### src/rtl/silo_rd_unpacker.sv
// Burst read unpacker: issues silo burst reads, remembers each burst's task template
// in order, and splits the returning beats into one tagged task per word.
package silo_rd_pkg;
  typedef struct packed {
    logic [31:0] ts;
    logic [7:0]  op;
  } task_t;

  typedef logic [2:0] subtype_t;
  typedef logic [3:0] cq_slice_slot_t;

  typedef struct packed {
    task_t          tsk;
    subtype_t       subtype;
    logic           mark_last;
    cq_slice_slot_t cq_slot;
    logic [7:0]     arlen;
  } meta_t;
endpackage

module silo_rd_unpacker
  import silo_rd_pkg::*;
#(
  parameter int DEPTH   = 8,
  parameter int TILE_ID = 0
) (
  input  logic                     clk,
  input  logic                     rst,
  input  logic                     req_valid,
  output logic                     req_ready,
  input  logic [31:0]              req_araddr,
  input  logic [7:0]               req_arlen,
  input  task_t                    req_task,
  input  subtype_t                 req_subtype,
  input  logic                     req_mark_last,
  input  cq_slice_slot_t           req_cq_slot,
  output logic                     mem_arvalid,
  input  logic                     mem_arready,
  output logic [31:0]              mem_araddr,
  output logic [7:0]               mem_arlen,
  output logic [2:0]               mem_arsize,
  input  logic                     mem_rvalid,
  output logic                     mem_rready,
  input  logic [31:0]              mem_rdata,
  input  logic                     mem_rlast,
  output logic                     out_valid,
  input  logic                     out_ready,
  output task_t                    out_task,
  output logic [31:0]              out_data,
  output logic [7:0]               out_word_id,
  output subtype_t                 out_subtype,
  output cq_slice_slot_t           out_cq_slot,
  output logic                     out_last,
  output logic [$clog2(DEPTH):0]   occupancy,
  output logic                     err
);

  localparam int AW = $clog2(DEPTH);

  meta_t         fifo_q [DEPTH];
  logic [AW-1:0] wptr_q, wptr_d;
  logic [AW-1:0] rptr_q, rptr_d;
  logic [AW:0]   occ_q, occ_d;
  logic [7:0]    wcnt_q, wcnt_d;
  logic          err_q, err_d;

  meta_t head;
  logic  full, empty, push, pop, beat_hs, beat_end;

  assign full  = (occ_q == (AW+1)'(DEPTH));
  assign empty = (occ_q == '0);
  assign head  = fifo_q[rptr_q];

  // Request path is combinational; rst gates the handshake so nothing is issued while held.
  assign mem_arvalid = req_valid & ~full & ~rst;
  assign req_ready   = req_valid & ~full & mem_arready & ~rst;
  assign mem_araddr  = req_araddr;
  assign mem_arlen   = req_arlen;
  assign mem_arsize  = 3'd2;
  assign push        = req_ready;

  assign out_valid   = mem_rvalid & ~empty;
  assign mem_rready  = out_ready & ~empty;
  assign out_task    = head.tsk;
  assign out_data    = mem_rdata;
  assign out_word_id = wcnt_q;
  assign out_subtype = head.subtype;
  assign out_cq_slot = head.cq_slot;
  assign beat_end    = (wcnt_q == head.arlen);
  assign out_last    = head.mark_last & beat_end;
  assign beat_hs     = mem_rvalid & mem_rready;
  assign pop         = beat_hs & beat_end;

  assign occupancy   = occ_q;
  assign err         = err_q;

  // NOTE: every variable gets a default at the top of always_comb so no path can infer a latch.
  always_comb begin
    wptr_d = wptr_q;
    rptr_d = rptr_q;
    occ_d  = occ_q;
    wcnt_d = wcnt_q;
    err_d  = err_q;

    if (push) wptr_d = wptr_q + 1'b1;
    if (pop)  rptr_d = rptr_q + 1'b1;

    unique case ({push, pop})
      2'b10:   occ_d = occ_q + 1'b1;
      2'b01:   occ_d = occ_q - 1'b1;
      default: occ_d = occ_q;
    endcase

    // The beat counter follows the stored arlen; rlast is only cross-checked.
    if (beat_hs) wcnt_d = beat_end ? 8'd0 : wcnt_q + 8'd1;

    if ((mem_rvalid & empty) | (beat_hs & (mem_rlast != beat_end))) err_d = 1'b1;
  end

  // NOTE: sequential state uses non-blocking assignments so every register samples pre-edge values.
  always_ff @(posedge clk or posedge rst) begin
    if (rst) begin
      wptr_q <= '0;
      rptr_q <= '0;
      occ_q  <= '0;
      wcnt_q <= '0;
      err_q  <= 1'b0;
    end else begin
      wptr_q <= wptr_d;
      rptr_q <= rptr_d;
      occ_q  <= occ_d;
      wcnt_q <= wcnt_d;
      err_q  <= err_d;
    end
  end

  // NOTE: metadata storage is not reset; the pointers and occupancy decide which entries are live.
  always_ff @(posedge clk) begin
    if (push) begin
      fifo_q[wptr_q] <= '{tsk:       req_task,
                          subtype:   req_subtype,
                          mark_last: req_mark_last,
                          cq_slot:   req_cq_slot,
                          arlen:     req_arlen};
    end
  end

  counter_in_range: assert property (@(posedge clk) disable iff (rst)
    !empty |-> (wcnt_q <= head.arlen))
    else $error("silo_rd_unpacker tile %0d: beat counter passed burst length", TILE_ID);

endmodule

### config.mk
export PLATFORM = sky130hd
export DESIGN_NAME = silo_rd_unpacker
export DESIGN_NICKNAME = d
export VERILOG_FILES = /design/src/rtl/silo_rd_unpacker.sv
export SDC_FILE = /design/constraint.sdc
export NUM_CORES = 1
export LEC_CHECK = 0
export ABC_CLOCK_PERIOD_IN_PS = 6500
export CELL_PAD_IN_SITES_DETAIL_PLACEMENT = 1
export CELL_PAD_IN_SITES_GLOBAL_PLACEMENT = 2
export CORE_ASPECT_RATIO = 2
export CORE_MARGIN = 2
export CORE_UTILIZATION = 42
export DETAILED_ROUTE_END_ITERATION = 10
export PLACE_DENSITY = 0.89
export SLEW_MARGIN = 20
export SYNTH_ARGS = -nofsm -noshare
export SYNTH_HDL_FRONTEND = slang
export SYNTH_SLANG_ARGS = --single-unit
### constraint.sdc
create_clock -name clk -period 6.5 [get_ports clk]
set_input_delay 1.3 -clock clk [delete_from_list [all_inputs] [get_ports clk]]
set_output_delay 1.3 -clock clk [all_outputs]
set_load 0.1 [all_outputs]
==> flow_metrics.py <==
metrics = {
    "layout": {
        "syn_to_final_growth_pct": 15.2,
        "nNetsFinal": 1089,
        "nFillCells": 3916,
        "drive_gt1_share_pct": 24.7,
    },
    "placed_design": {
        "post-place-ws_ns": 1.74,
        "dpl.hpwl_mm": 23.0,
        "port_buffers": 135,
        "place_congestion": 0.704,
    },
    "route": {
        "first_pass_iters": 4,
        "via_per_inst": 5.50,
        "ant_nets": 0,
        "drc": 0,
        "vias": 8491,
        "drt_iter0_markers": 593,
        "wl_per_cell_um": 26.0,
        "routed_wl_mm": 40.2,
    },
    "clock_tree": {
        "cts-resized-gates": 0,
        "cts.clk_slew.worst_paths_ns": 0.06,
        "ctsHtreeMaxLevel": 2,
        "cts.sinks": 467,
        "cts_tree": "yes",
        "ctsHoldBuffers": 0,
        "cts_inserted_buffers": 42,
        "clock_latency_ns": 0.56,
        "postCtsSetupRepairBufs": 0,
        "root_buffer": "clkbuf_16",
        "cts_max_path_buffers": 3,
    },
    "synthesis": {
        "postSynthCellCount": 871,
        "synth_top_area_share_pct": 72.4,
        "yosysUniqueCellTypes": 39,
        "yosysMostFrequentCell": "edfxtp_1",
        "yosysTopAreaCell": "edfxtp_1",
        "seq_area_frac_synth_pct": 75.0,
        "netlist_area_mm2": 0.0186,
        "synth_edf_count": 448,
        "synth_commonest_cells": "448 x edfxtp_1, 108 x mux4_2, 75 x buf_4",
        "synth_warnings": 0,
        "synth_ff_type": "edfxtp_1",
        "ys_ff_latch": 467,
        "avgSynthCellArea_um2": 21.3,
        "ys_top_cells_by_area": "edfxtp_1 72%, mux4_2 13%, buf_4 3.0%",
        "async_flop_share_pct": 4.07,
    },
    "sta": {
        "worst_slew_pin_slew_ns": 1.06,
        "fmax_mhz": 191,
        "fin_worst_skew_ns": 0.0162,
        "final_hold_viol_count": 0,
        "finalCritPeriodShare_pct": 80.5,
        "min_period_ns": 5.23,
        "tns_ns": 0,
        "finalSetupViolations": 0,
        "setup_slack_ns": 1.27,
        "finalMaxSlewViolations": 0,
        "max_slew_margin_pct": 29.0,
        "rsz0062_at_grt": "no",
    },
    "setup_path": {
        "critPathKind": "flop to output pin",
        "critPathCaptureType": "output pin",
        "critPathMaxFanout": 40,
        "cp.arrival_ns": 3.93,
        "required_ns": 5.20,
        "start_kind": "flop",
        "reg2reg_setup_slack_ns": 2.22,
    },
    "grt": {
        "grt_overflow_total": 0,
        "grt_pass1_vias": 9474,
        "antenna_found_initial": 3,
        "track_usage_pct": 17.4,
        "grt_pass1_wl_mm": 60.1,
        "grt_max_degree": 88,
    },
    "floorplan": {
        "num_rows": 109,
        "die_x_um": 153,
        "io-pin-count": 267,
        "die_h_um": 301,
        "die_area_mm2": 0.0460,
        "core_region_area_mm2": 0.0439,
        "initial_core_util_pct": 42.3,
    },
    "pwr": {
        "cellPowerDensity_mw_per_mm2": 342,
        "peakVddDrop_uv": 246,
        "p_leak_nw": 6.60,
    },
    "worst_hold_path": {
        "min_path_type": "flop to flop",
    },
    "flow_run": {
        "max_cap_violations": 0,
    },
    "status": {
        "outcome": "finished, final reports clean",
    },
}
## kinds of logic after synthesis
family,share of synthesized area (%)
flops,75.0
fa+ha+maj,0.512
other cells,0.0404
xor+xnor,0.707
mux,17.2
simple gates,1.65
compound gates,0.660
buf+inv,4.21
## layout make-up
| class | instances | area, um^2 | share of cell area (%) |
|---|---|---|---|
| diodes | 2 | 5.00 | 0.0234 |
| inverters | 6 | 22.5 | 0.105 |
| repair buffers | 150 | 1500 | 6.99 |
| clock inverters | 23 | 208 | 0.971 |
| well taps | 555 | 694 | 3.24 |
| clock buffers | 53 | 1090 | 5.10 |
| multi-input cells | 288 | 3940 | 18.4 |
| flip-flops and latches | 467 | 13900 | 65.1 |
## critical path, cell delays in order, from the launching register on
cell and delay (ns):
dfrtp_4 0.94, buf_4 0.57, mux4_2 0.57, mux2_2 0.30, clkdlybuf4s50_1 0.97
## metal layers
layer  share of wire, %  wire length, um  GRT usage, %
met3                6.2             2480          4.45
met4                1.8              732          4.37
met2                 52            21100          30.6
met1                 40            15900          21.6
met5              0.075               30             0
## stage by stage
| stage | util, % | power (mW) | std cells | hold slack, ns | instance area, um^2 |
|---|---|---|---|---|---|
| after CTS | 48.7 | 7.40 | 1542 | 0.510 | 21400 |
| after global placement | 45.8 | 4.96 | 1466 | 0.475 | 20100 |
| final | 48.7 | 7.32 | 1544 | 0.501 | 21400 |
| after floorplan | - | 4.82 | 872 | 0.486 | 18600 |
| after global routing | 48.7 | 7.55 | 1543 | 0.533 | 21400 |
| after detailed placement | 45.8 | 5.01 | 1466 | 0.494 | 20100 |
## state kept, by name, summed over array words and instances (netlist names)
| name | count |
|---|---|
| fifo_q | 448 |
| out_word_id | 8 |
| occupancy | 4 |
| rptr_q | 3 |
| wptr_q | 3 |
| err | 1 |
## placed cells by master, fill, tap and decap left out, types with 2 or more instances in the layout
cell and n:
nand2_1 28, nand3_1 2, nand2b_1 3, o21ai_0 9
edfxtp_1 448, conb_1 3, nand4_1 2, nor3_4 2
dfrtp_4 3, nor3_1 8, inv_1 6, buf_4 14
a21oi_1 2, nor2_4 6, clkbuf_1 11, ha_1 6
mux4_2 108, bufinv_16 3, buf_12 3, dfrtp_1 16
clkinv_2 4, clkinv_1 12, nor2_1 2, clkbuf_16 42
clkdlybuf4s50_1 133, o211ai_1 4, mux2i_1 22, mux2_2 49
xor2_1 12, or2_2 2, and2_1 2, diode_2 2
xnor2_1 3
## worst paths after layout
path / startpoint / to / depth (start not counted)
setup reg to reg: rptr_q[0] / occupancy[3] / 12
hold / removal: err / err / 2
min in group asynchronous: rst / occupancy[3] / 3
max in group asynchronous: rst / rptr_q[2] / 3
hold reg to reg: err / err / 2
setup / recovery: rptr_q[0] / out_task[32] / 4
## report_power, final
part | switching [mW] | internal, mW | total (mW)
Combinational | 0.929 | 0.447 | 1.38
Clock | 1.06 | 1.32 | 2.38
Sequential | 0.122 | 3.44 | 3.56
Power figures use the tool's default switching activity.
